### config.mk
export PLATFORM = sky130hd
export DESIGN_NAME = config_register_bank
export DESIGN_NICKNAME = d
export VERILOG_FILES = /design/src/rtl/config_register_bank.sv
export SDC_FILE = /design/constraint.sdc
export NUM_CORES = 1
export LEC_CHECK = 0
export CAP_MARGIN = 10
export CELL_PAD_IN_SITES_DETAIL_PLACEMENT = 0
export CELL_PAD_IN_SITES_GLOBAL_PLACEMENT = 1
export CORE_UTILIZATION = 43
export DETAILED_ROUTE_END_ITERATION = 8
export PLACE_DENSITY = 0.88
export SYNTH_ARGS = -nofsm -noshare
export SYNTH_HDL_FRONTEND = slang
export SYNTH_SLANG_ARGS = --single-unit
export TNS_END_PERCENT = 10
### constraint.sdc
create_clock -name clk -period 2.7 [get_ports clk]
set_input_delay 0.405 -clock clk [delete_from_list [all_inputs] [get_ports clk]]
set_output_delay 0.405 -clock clk [all_outputs]
set_load 0.005 [all_outputs]
### src/rtl/config_register_bank.sv
// AXI4-Lite configuration/status register bank for the up-sampling accelerator.
// Holds control, interrupt enable/status and per-channel saturating stream handshake counters.
module config_register_bank #(
    parameter int AXI_ADDR_WIDTH = 32,
    parameter int AXI_DATA_WIDTH = 32,
    parameter int NUM_CH         = 2,
    parameter int CNT_WIDTH      = 32
) (
    input  logic                        clk,
    input  logic                        rst_n,
    input  logic                        s_axi_awvalid,
    output logic                        s_axi_awready,
    input  logic [AXI_ADDR_WIDTH-1:0]   s_axi_awaddr,
    input  logic [2:0]                  s_axi_awprot,
    input  logic                        s_axi_wvalid,
    output logic                        s_axi_wready,
    input  logic [AXI_DATA_WIDTH-1:0]   s_axi_wdata,
    input  logic [AXI_DATA_WIDTH/8-1:0] s_axi_wstrb,
    output logic                        s_axi_bvalid,
    input  logic                        s_axi_bready,
    output logic [1:0]                  s_axi_bresp,
    input  logic                        s_axi_arvalid,
    output logic                        s_axi_arready,
    input  logic [AXI_ADDR_WIDTH-1:0]   s_axi_araddr,
    input  logic [2:0]                  s_axi_arprot,
    output logic                        s_axi_rvalid,
    input  logic                        s_axi_rready,
    output logic [AXI_DATA_WIDTH-1:0]   s_axi_rdata,
    output logic [1:0]                  s_axi_rresp,
    input  logic                        ac_crf_wrt,
    input  logic [AXI_ADDR_WIDTH-1:0]   ac_crf_waddr,
    input  logic [AXI_DATA_WIDTH-1:0]   ac_crf_wdata,
    output logic                        crf_ac_wbusy,
    output logic                        crf_ac_UPSTART,
    output logic                        crf_ac_UPEND,
    output logic                        interrupt_updone,
    input  logic [NUM_CH-1:0]           ac_crf_tvalid,
    input  logic [NUM_CH-1:0]           ac_crf_tready,
    input  logic                        ac_crf_processing
);
    localparam int NB = AXI_DATA_WIDTH / 8;
    localparam int IW = AXI_ADDR_WIDTH - 2;
    localparam logic [1:0] RESP_OKAY   = 2'b00;
    localparam logic [1:0] RESP_SLVERR = 2'b10;

    typedef enum logic [2:0] {WIDLE, WGOTA, WGOTD, WCOMMIT, WRESP} wstate_e;
    typedef enum logic {RIDLE, RDATA} rstate_e;

    wstate_e wstate_q, wstate_d;
    rstate_e rstate_q, rstate_d;

    logic [AXI_ADDR_WIDTH-1:0] awaddr_q, awaddr_d;
    logic [AXI_DATA_WIDTH-1:0] wdata_q, wdata_d;
    logic [NB-1:0]             wstrb_q, wstrb_d;
    logic [1:0]                bresp_q, bresp_d;
    logic [1:0]                rresp_q, rresp_d;
    logic [AXI_DATA_WIDTH-1:0] rdata_q, rdata_d;
    logic [AXI_DATA_WIDTH-1:0] upstat_q, upstat_d;
    logic                      irqen_q, irqen_d;
    logic                      irqstat_q, irqstat_d;
    logic                      upend_prev_q, upend_prev_d;
    logic [NUM_CH-1:0][CNT_WIDTH-1:0] hsk_q, hsk_d, nrdy_q, nrdy_d;

    logic aw_hs, w_hs;
    assign aw_hs = s_axi_awvalid & s_axi_awready;
    assign w_hs  = s_axi_wvalid & s_axi_wready;

    always_comb begin
        wstate_d = wstate_q;
        awaddr_d = aw_hs ? s_axi_awaddr : awaddr_q;
        wdata_d  = w_hs ? s_axi_wdata : wdata_q;
        wstrb_d  = w_hs ? s_axi_wstrb : wstrb_q;
        case (wstate_q)
            WIDLE: begin
                if (aw_hs && w_hs) wstate_d = WCOMMIT;
                else if (aw_hs)    wstate_d = WGOTA;
                else if (w_hs)     wstate_d = WGOTD;
            end
            WGOTA:   if (w_hs) wstate_d = WCOMMIT;
            WGOTD:   if (aw_hs) wstate_d = WCOMMIT;
            WCOMMIT: wstate_d = WRESP;
            WRESP:   if (s_axi_bready) wstate_d = WIDLE;
            default: wstate_d = WIDLE;
        endcase
    end

    // A single write source per cycle: the AXI commit owns the bank, the PL port is refused.
    logic                      wr_en;
    logic [AXI_ADDR_WIDTH-1:0] wr_addr;
    logic [AXI_DATA_WIDTH-1:0] wr_data;
    logic [NB-1:0]             wr_strb;
    logic [IW-1:0]             wr_idx;
    logic                      wr_ok;
    logic                      irq_clr;

    always_comb begin
        wr_en   = 1'b0;
        wr_addr = awaddr_q;
        wr_data = wdata_q;
        wr_strb = wstrb_q;
        if (wstate_q == WCOMMIT) begin
            wr_en = 1'b1;
        end else if (ac_crf_wrt) begin
            wr_en   = 1'b1;
            wr_addr = ac_crf_waddr;
            wr_data = ac_crf_wdata;
            wr_strb = '1;
        end
    end

    assign wr_idx = wr_addr[AXI_ADDR_WIDTH-1:2];
    assign wr_ok  = wr_idx < IW'(3);

    always_comb begin
        upstat_d = upstat_q;
        irqen_d  = irqen_q;
        irq_clr  = 1'b0;
        bresp_d  = bresp_q;
        if (wr_en) begin
            case (wr_idx)
                IW'(0): for (int b = 0; b < NB; b++)
                            if (wr_strb[b]) upstat_d[8*b +: 8] = wr_data[8*b +: 8];
                IW'(1): if (wr_strb[0]) irqen_d = wr_data[0];
                IW'(2): irq_clr = wr_data[0] & wr_strb[0];
                default: ;
            endcase
        end
        if (wstate_q == WCOMMIT) bresp_d = wr_ok ? RESP_OKAY : RESP_SLVERR;
        // Set has priority over a simultaneous W1C clear.
        upend_prev_d = upstat_q[1];
        irqstat_d    = irqstat_q;
        if (upstat_q[1] && !upend_prev_q) irqstat_d = 1'b1;
        else if (irq_clr)                 irqstat_d = 1'b0;
    end

    always_comb begin
        hsk_d  = hsk_q;
        nrdy_d = nrdy_q;
        for (int k = 0; k < NUM_CH; k++) begin
            if (upstat_q[0] && ac_crf_processing) begin
                if (ac_crf_tvalid[k] && ac_crf_tready[k] && hsk_q[k] != '1)
                    hsk_d[k] = hsk_q[k] + CNT_WIDTH'(1);
                if (ac_crf_tvalid[k] && !ac_crf_tready[k] && nrdy_q[k] != '1)
                    nrdy_d[k] = nrdy_q[k] + CNT_WIDTH'(1);
            end else if (!(!ac_crf_processing && upstat_q[1])) begin
                hsk_d[k]  = '0;
                nrdy_d[k] = '0;
            end
        end
    end

    logic [IW-1:0]             rd_idx;
    logic [AXI_DATA_WIDTH-1:0] rd_val;
    logic                      rd_ok;
    assign rd_idx = s_axi_araddr[AXI_ADDR_WIDTH-1:2];

    always_comb begin
        rd_val = '0;
        rd_ok  = 1'b1;
        if (rd_idx == IW'(0)) begin
            rd_val = upstat_q;
        end else if (rd_idx == IW'(1)) begin
            rd_val[0] = irqen_q;
        end else if (rd_idx == IW'(2)) begin
            rd_val[0] = irqstat_q;
        end else begin
            rd_ok = 1'b0;
            for (int k = 0; k < NUM_CH; k++) begin
                if (rd_idx == IW'(4 + 2*k)) begin
                    rd_val = AXI_DATA_WIDTH'(hsk_q[k]);
                    rd_ok  = 1'b1;
                end
                if (rd_idx == IW'(5 + 2*k)) begin
                    rd_val = AXI_DATA_WIDTH'(nrdy_q[k]);
                    rd_ok  = 1'b1;
                end
            end
        end
    end

    always_comb begin
        rstate_d = rstate_q;
        rdata_d  = rdata_q;
        rresp_d  = rresp_q;
        case (rstate_q)
            RIDLE: if (s_axi_arvalid) begin
                rstate_d = RDATA;
                rdata_d  = rd_val;
                rresp_d  = rd_ok ? RESP_OKAY : RESP_SLVERR;
            end
            RDATA:   if (s_axi_rready) rstate_d = RIDLE;
            default: rstate_d = RIDLE;
        endcase
    end

    always_ff @(posedge clk or negedge rst_n) begin
        if (!rst_n) begin
            wstate_q     <= WIDLE;
            rstate_q     <= RIDLE;
            awaddr_q     <= '0;
            wdata_q      <= '0;
            wstrb_q      <= '0;
            bresp_q      <= '0;
            rresp_q      <= '0;
            rdata_q      <= '0;
            upstat_q     <= '0;
            irqen_q      <= 1'b0;
            irqstat_q    <= 1'b0;
            upend_prev_q <= 1'b0;
            hsk_q        <= '0;
            nrdy_q       <= '0;
        end else begin
            wstate_q     <= wstate_d;
            rstate_q     <= rstate_d;
            awaddr_q     <= awaddr_d;
            wdata_q      <= wdata_d;
            wstrb_q      <= wstrb_d;
            bresp_q      <= bresp_d;
            rresp_q      <= rresp_d;
            rdata_q      <= rdata_d;
            upstat_q     <= upstat_d;
            irqen_q      <= irqen_d;
            irqstat_q    <= irqstat_d;
            upend_prev_q <= upend_prev_d;
            hsk_q        <= hsk_d;
            nrdy_q       <= nrdy_d;
        end
    end

    assign s_axi_awready    = (wstate_q == WIDLE) || (wstate_q == WGOTD);
    assign s_axi_wready     = (wstate_q == WIDLE) || (wstate_q == WGOTA);
    assign s_axi_bvalid     = (wstate_q == WRESP);
    assign s_axi_bresp      = bresp_q;
    assign s_axi_arready    = (rstate_q == RIDLE);
    assign s_axi_rvalid     = (rstate_q == RDATA);
    assign s_axi_rdata      = rdata_q;
    assign s_axi_rresp      = rresp_q;
    assign crf_ac_wbusy     = (wstate_q == WCOMMIT);
    assign crf_ac_UPSTART   = upstat_q[0];
    assign crf_ac_UPEND     = upstat_q[1];
    assign interrupt_updone = irqstat_q & irqen_q;

    logic unused_bits;
    assign unused_bits = ^{s_axi_awprot, s_axi_arprot, wr_addr[1:0], s_axi_araddr[1:0]};
endmodule
Word level (Yosys, flattened, before mapping)
Cells that the tools add are included.
- register bits after elaboration: 271
- input port bits: 183
- logic and storage cells: 136
- add/sub/neg operators: 4
- magnitude comparators: 1
- equality and inequality tests: 25
- muxes and demuxes: 49
- bitwise operators: 5
- reductions and logical operators: 33
- operator list (kind ; number):
    $mux W32 ; 18
    $add A32 B1 Y32 const B ; 4
    $ne A32 B32 Y1 const B ; 4
    $eq A30 B3 Y1 const B ; 4
    $mux W31 ; 2
    $eq A30 B1 Y1 const B ; 2
    $eq A30 B2 Y1 const B ; 2
    $logic_not A30 Y1 ; 2
    $lt A30 B2 Y1 const B ; 1
    $mux W3 ; 6
    $mux W1 ; 17
    $pmux W3 S5 ; 1
    $reduce_and A3 Y1 ; 5
    $logic_and A1 B1 Y1 ; 12
    $ne A2 B1 Y1 const B ; 5
    $reduce_and A2 Y1 ; 5
    $mux W4 ; 2
    $eq A3 B2 Y1 const B ; 2
    $ne A2 B2 Y1 const B ; 3
    $and A1 B1 Y1 ; 4
    $logic_not A1 Y1 ; 4
    $mux W2 ; 2
    $ne A4 B4 Y1 const B ; 1
    $reduce_and A4 Y1 ; 1
    other kinds (7) ; 8

Logic depth before layout (Yosys ltp)
Gate-level depths: netlist (run 1).
- word-level depth: 9
- mapped depth: 8
- gate-level depth less buffers: 6

Least setup slack after synthesis (run 1)
No wires, ideal clock.
- path kind: input port to flip-flop
- start point: input s_axi_araddr[15]
- end point: register rdata_q[10] (netlist: s_axi_rdata[10])
- data arrival time: 2411 ps
- data required time: 2539 ps
- setup slack: 128 ps
- cell stages on the path: 7
- path buffers: 2
- cells stage by stage: or4_1 clkbuf_1 or4_4 or2_1 a211oi_4 buf_6 a311oi_2
- cells in the longest elaborated chain, start to end: 8
- elaborated cells on any way between the ends: 14
- RTL lines (what ; RTL line ; source):
    from (decl) ; 24 ; input logic [AXI_ADDR_WIDTH-1:0] s_axi_araddr,
    $eq A30 B3 Y1 ; 169 ; if (rd_idx == IW'(4 + 2*k)) begin
    $mux W32 ; 169 ;
    $mux W32 ; 173 ; if (rd_idx == IW'(5 + 2*k)) begin
    $mux W32 ; 169 ;
    $mux W32 ; 173 ;
    $mux W31 ; 164 ; end else if (rd_idx == IW'(2)) begin
    $mux W31 ; 162 ; end else if (rd_idx == IW'(1)) begin
    $mux W32 (*) ; 160 ; if (rd_idx == IW'(0)) begin
    to (signal assigned) ; 220 ; rdata_q <= rdata_d;
    to (decl) ; 57 ; logic [AXI_DATA_WIDTH-1:0] rdata_q, rdata_d;
Mark *: on every way between the ends. The rest lies on a longest branch, timed or not.
A chain may end at the register's enable or synchronous reset.

Worst setup path in the final report (run 1)
- start point: register wstate_q[2]
- end point: output crf_ac_wbusy
- cells in the longest elaborated chain, start to end: 1
- RTL lines (what ; RTL line ; source):
    from (decl) ; 49 ; wstate_e wstate_q, wstate_d;
    from (signal assigned) ; 213 ; wstate_q <= wstate_d;
    $eq A3 B2 Y1 ; 238 ; assign crf_ac_wbusy = (wstate_q == WCOMMIT);
    to (decl) ; 33 ; output logic crf_ac_wbusy,
Every way passes these cells.

==> run_results.csv, run 1 <==
group,metric,value,unit
status,status,"finished, final reports clean",
sta,grt_setup_unrepaired,"no",
clock_network,cts_sinks,267,
worst_setup_path,cp_max_fo,9,
cells_and_area,final-seq-area,6680,um2
drt,dr.pass1.iters,8,
global_route,first_global_vias,13400,
worst_setup_path,r2r_cells,7,
clock_network,clockBufferDepth,3,
synth,synth-seq-cells,267,
pwr,clkPwrFrac,0.379,
synth,synth-async-reset-ratio,1.00,
synth,syn-cell-area,15000,um2
cells_and_area,post-route-util,0.559,
worst_setup_path,path_class,"flop to primary output",
job,cap_violations,0,
sta,max_freq,0.390,GHz
worst_setup_path,required,2300,ps
synth,synthTopCellsByArea,"dfrtp_1 (44%), mux2_2 (12%), o31ai_1 (3.7%)",
pwr,internal-power,0.00885,W
drt,wire_per_inst,20.9,um
clock_network,path_clk_slew,60,ps
clock_network,htreeDepth,1,
sta,worst_slack,139,ps
synth,ys_warn_count,0,
global_route,grt_overflow_total,0,
synth,yosysSeqAreaShare,0.444,
synth,synthDistinctLibCells,68,
drt,postRouteAntennaNets,0,
cells_and_area,stdcell_count,2231,
floorplanning,core,34500,um2
global_route,antenna_found_initial,0,
synth,ys.flop_type,"dfrtp_1",
drt,drt_first_iter_violations,1241,
floorplanning,dieArea,35700,um2
pwr,power.switching,0.00318,W
clock_network,numCtsBuffers,31,
clock_network,cts_tree,"done",
worst_setup_path,arrival,2160,ps
synth,netlist.area_leader.share,0.444,
pwr,p_comb_frac,0.201,
clock_network,cts_setup_buffers,0,
worst_setup_path,cp-end-kind,"primary output",
cells_and_area,antennaDiodeCount,0,
synth,synth_commonest_cells,"dfrtp_1 (267), mux2_2 (161), nand2_1 (143)",
worst_setup_path,r2r_start,"upstat_q[0]$_DFFE_PN0P_",
sta,slew_viol_final,0,
worst_hold_path,hold_depth,3,
drt,routed_via_density,6.14,
global_route,grt_pass1_wl,74600,um
synth,avgSynthCellArea,9.87,um2
cells_and_area,drive_above_1_share,0.195,
cells_and_area,layout.nets,1938,
floorplanning,rows,68,
sta,worst_pin_slew,989,ps
pwr,switching_share,0.264,
synth,synth.most_common_cell,"dfrtp_1",
floorplanning,die_w,189,um
pwr,ir_drop,0.000793,V
worst_hold_path,min_path_type,"primary input to flop",
pwr,pwr-share-seq,0.420,
sta,finalCriticalPeriod,2560,ps
sta,slew_headroom,0.335,
drt,finalWirelength,46500,um
cells_and_area,multi_input_area,7930,um2
worst_setup_path,cp-start-kind,"flop",
worst_setup_path,regToRegSetupSlack,300,ps
cells_and_area,n_fill_cell,2940,
place,dp.final_hpwl,34100,um
worst_hold_path,holdCritStartpoint,"s_axi_araddr[2]",
pwr,powerDensity,625,nW/um2
worst_setup_path,startpoint,"wstate_q[2]$_DFFE_PN0P_",
sta,setup_viol,0,
clock_network,clk-insertion-delay-late,600,ps
drt,via_count,13700,
place,pre_cts_ws,-330,ps
global_route,track_usage,0.263,
sta,fin_crit_sh,0.949,
floorplanning,die_h,189,um
floorplanning,pin_count,228,
place,gp_congestion,0.913,
place,place_inst,2172,
synth,synth-edff-count,0,
pwr,p_leak,7.36,nW
place,io_buffer_count,213,
synth,yosysTopAreaCell,"dfrtp_1",
cells_and_area,area_growth,28.0,%
sta,hold_viol,0,
drt,drc,0,
clock_network,cts_root_buf,"clkbuf_16",
synth,netlist_instances,1524,
global_route,grt_max_degree,78,
sta,fin_skew,17.4,ps
floorplanning,initial_core_util,0.437,
[critical path, stage by stage, from the launching register on]
cell and delay (ps):
dfrtp_1 420, nand3b_1 350, inv_2 260, clkdlybuf4s50_1 530
[cells in the final DEF, fill, tap and decap left out, types with 6 or more instances in the layout]
cell type        instances
or4_1                   53
buf_4                   66
a221oi_1                31
nor2_1                 117
clkbuf_8                10
nand3_1                 65
o21ai_0                 45
a211oi_1                 9
o31ai_1                 75
a31oi_1                  9
o211ai_1                10
a41o_1                   6
nand4_1                 40
dfrtp_1                267
o21ai_1                  8
clkdlybuf4s50_1        210
and3_1                  23
mux2i_1                 11
a311oi_2                29
nor3_1                  12
nor4_1                  53
clkbuf_16               31
nand2_1                143
and2_1                  12
mux2_2                 161
xnor2_1                  7
o41ai_1                  6
a21oi_1                 85
inv_1                   18
or3_1                   33
and4_1                  17
buf_12                  13
[routing by layer]
metal  GRT usage  up-vias  share of wire
li1            -     6318              -
met1       0.345     6835           0.42
met2       0.435      482           0.48
met3      0.0610       66          0.074
met4      0.0673        0          0.024
met5           0        -              0
[registers in the layout (all words and copies together), names as in the netlist]
register      cells
hsk_q            64
s_axi_rvalid      1
upend_prev_q      1
irqstat_q         1
awaddr_q         30
wstate_q          3
s_axi_rdata      32
wstrb_q           4
wdata_q          32
s_axi_bresp       1
irqen_q           1
nrdy_q           64
s_axi_rresp       1
upstat_q         32
[cells by family (layout without fill, tap and decap cells)]
logic type               count (synthesis)  count (layout)  share of synthesized area
other                                    1               2                   0.000249
XOR/XNOR                                12              12                    0.00698
AO/OA/AOI/OAI                          343             343                      0.169
buffers and inverters                  119             370                     0.0336
flip-flops                             267             267                      0.444
adder cells (fa/ha/maj)                  4               4                    0.00333
AND/OR/NAND/NOR                        604             604                      0.212
multiplexers                           174             174                      0.130
[worst paths after layout]
check | end
setup / recovery | crf_ac_wbusy
hold / removal | s_axi_rresp[1]$_DFFE_PN0P_
setup reg to reg | hsk_q[11]$_DFFE_PN0P_
hold reg to reg | nrdy_q[40]$_DFFE_PN0P_
max in group asynchronous | awaddr_q[9]$_DFFE_PN0P_
min in group asynchronous | hsk_q[9]$_DFFE_PN0P_
[cell type report]
type / count / share of cell area
clock buffers: 45 / 0.0482
well taps: 455 / 0.0296
clock inverters: 13 / 0.00981
multi-input cells: 1139 / 0.412
inverters: 19 / 0.00370
flip-flops and latches: 267 / 0.347
repair buffers: 293 / 0.150
[power groups by stage]
stage               clock network, W  registers (W)  logic [W]
floorplan                          0        0.00497    0.00142
global placement                   0        0.00509    0.00236
detailed placement                 0        0.00512    0.00242
CTS                          0.00462        0.00506    0.00245
global route                 0.00479        0.00513    0.00263
finish                       0.00455        0.00505    0.00242
[per-stage QoR]
step	power [W]	instance area [um2]	setup TNS, ps	hold WS [ps]
2_1_floorplan	0.00639	15100	0	109
3_3_place_gp	0.00745	18100	-8530	471
3_5_place_dp	0.00754	18100	-9460	476
4_1_cts	0.0121	19300	0	317
5_1_grt	0.0125	19300	0	340
6_report	0.0120	19300	0	326
[repair_timing]
item	4_1_cts	5_1_grt
setup endpoints to repair	0	0
hold buffers	1	0
hold endpoints to repair	71	0
gates resized for setup	0	0
No activity file was read; power rests on OpenSTA's default activity.
==> run 2: changes to the inputs <==
- RECOVER_POWER: default -> 100
==> run_results.csv, run 2 (same netlist as run 1, synthesis figures left out) <==
group,metric,value,unit
status,status,"finished, violations left",
status,violations,"capacitance limit, slew limit",
worst_hold_path,min_path_type,"primary input to flop",
clock_network,clk-insertion-delay-late,600,ps
drt,via_count,13700,
sta,fin_crit_sh,0.958,
global_route,grt_overflow_total,0,
drt,drc,0,
cells_and_area,final_cell_mix,"dfrtp_1 (267), clkdlybuf4s50_1 (168), mux2_2 (158)",
cells_and_area,antennaDiodeCount,0,
global_route,antenna_found_initial,0,
worst_setup_path,r2r-end,"hsk_q[11]$_DFFE_PN0P_",
place,pre_cts_ws,-330,ps
sta,setup_viol,0,
cells_and_area,reg_top3,"hsk_q: 64 flops, nrdy_q: 64 flops",
worst_setup_path,r2r_start,"upstat_q[0]$_DFFE_PN0P_",
pwr,p_leak,7.27,nW
clock_network,numCtsBuffers,31,
sta,worst_slack,115,ps
place,gp_congestion,0.913,
cells_and_area,drive_above_1_share,0.170,
worst_hold_path,hold_end,"s_axi_rresp[1]$_DFFE_PN0P_",
place,io_buffer_count,213,
drt,finalWirelength,46600,um
cells_and_area,final_common_cell,"dfrtp_1",
worst_setup_path,arrival,3080,ps
clock_network,cts_resized,0,
drt,dr.pass1.iters,5,
floorplanning,initial_core_util,0.437,
drt,routed_via_density,6.16,
drt,wl_met1,19400,um
clock_network,cts_tree,"done",
worst_hold_path,holdCritStartpoint,"s_axi_araddr[2]",
clock_network,cts_root_buf,"clkbuf_16",
floorplanning,die_w,189,um
pwr,p_total,0.0119,W
sta,grt_setup_unrepaired,"no",
worst_setup_path,worst_path_most_repeated_cell,"or4_1",
drt,drt_first_iter_violations,1375,
drt,wire_per_inst,20.9,um
sta,max_freq,0.387,GHz
drt,topRoutingLayerUsed,"met4",
sta,hold_viol,0,
worst_setup_path,path_cells,"clkdlybuf4s50_1 -> or4_1 -> or4_1 -> nor4b_2 -> buf_12 -> a221oi_1 -> a311oi_2",
clock_network,cts_sinks,267,
worst_setup_path,cp_max_fo,30,
floorplanning,core,34500,um2
worst_setup_path,r2r_cells,7,
place,dp.final_hpwl,34100,um
worst_setup_path,cp-start-kind,"primary input",
drt,dr_wl_met2,22400,um
job,cap_violations,1,
sta,slew_viol_final,77,
global_route,track_usage,0.263,
global_route,first_global_vias,13400,
global_route,grt_pass1_wl,74600,um
worst_setup_path,cpMaxStageDelayCell,"or4_1",
sta,fin_skew,18.4,ps
worst_hold_path,hold_depth,3,
sta,slew_headroom,-0.335,
worst_setup_path,max_stage_delay,660,ps
drt,postRouteAntennaNets,0,
floorplanning,dieArea,35700,um2
worst_setup_path,cp-end-kind,"flop",
worst_setup_path,required,3200,ps
worst_setup_path,regToRegSetupSlack,160,ps
drt,wl_met3,3610,um
clock_network,path_clk_slew,60,ps
sta,worst_pin_slew,2000,ps
floorplanning,pin_count,228,
clock_network,clockBufferDepth,3,
pwr,ir_drop,0.000774,V
cells_and_area,layout.nets,1938,
global_route,grt_max_degree,78,
floorplanning,die_h,189,um
pwr,powerDensity,628,nW/um2
cells_and_area,area_growth,25.8,%
clock_network,htreeDepth,1,
floorplanning,rows,68,
sta,finalCriticalPeriod,2590,ps
worst_setup_path,path_class,"primary input to flop",
-- run 2: cell types whose count changed in the layout (fill, tap and decap cells not counted), sizes merged --
cell | previous run | this run
clkdlybuf4s50 | 210 | 168
dlygate4sd3 | 1 | 43
buf | 82 | 52
clkbuf | 45 | 75
-- run 2: area by class of cell --
type	instances	area, um2
inverter	19	71.3
clock buffer	45	928
clock inverter	13	189
sequential	267	6680
tap	455	569
fill	3023	15500
timing repair buffer	293	2770
multi-input combinational	1139	7720
-- run 2: through the flow --
| step | area [um2] | hold WS (ps) | std cells | utilization | TNS (ps) |
|---|---|---|---|---|---|
| final | 18900 | 326 | 2231 | 0.549 | 0 |
| after global placement | 18100 | 471 | 2172 | 0.526 | -8530 |
| after CTS | 19300 | 317 | 2231 | 0.559 | 0 |
| after floorplan | 15100 | 109 | 1525 | - | 0 |
| after detailed placement | 18100 | 476 | 2172 | 0.526 | -9460 |
| after global routing | 18900 | 340 | 2231 | 0.549 | 0 |
-- run 2: metal layers --
layer  GRT usage  vias up
met2       0.435      505
met1       0.345     6856
met3      0.0610       73
li1            -     6312
met4      0.0673        0
met5           0        -
-- run 2: worst max path at each step --
stage                     cells past startpoint                     from  slack (ps)                           to
after floorplan                               7         s_axi_araddr[15]         130  s_axi_rdata[10]$_DFFE_PN0P_
after global placement                        7         s_axi_araddr[15]        -290  s_axi_rdata[24]$_DFFE_PN0P_
after detailed placement                      7         s_axi_araddr[14]        -330  s_axi_rdata[17]$_DFFE_PN0P_
after CTS                                     3  wstate_q[2]$_DFFE_PN0P_         130                 crf_ac_wbusy
after global routing                          5  upstat_q[0]$_DFFE_PN0P_          30        hsk_q[62]$_DFFE_PN0P_
final                                         7         s_axi_araddr[14]         110  s_axi_rdata[25]$_DFFE_PN0P_
-- run 2: power by group --
| part | switching, W | internal, W |
|---|---|---|
| logic | 0.000960 | 0.00132 |
| registers | 0.000401 | 0.00464 |
| clock network | 0.00179 | 0.00277 |
-- run 2: critical path: cells and delay by family --
kind | cells | cell delay (ps)
buffers and inverters | 2 | 650
and+or+nand+nor | 3 | 1600
AOI/OAI and AO/OA | 2 | 400
-- run 2: repair_timing --
item	in CTS	in global routing
endpoints found under the hold margin	71	0
setup buffers	0	0
hold buffers	1	0
==> run 3: changes to the inputs <==
- SKIP_CTS_REPAIR_TIMING: default -> 1
==> results of run 3 <==
Same layout as run 2: the final DEF is identical, and so are final timing and power.
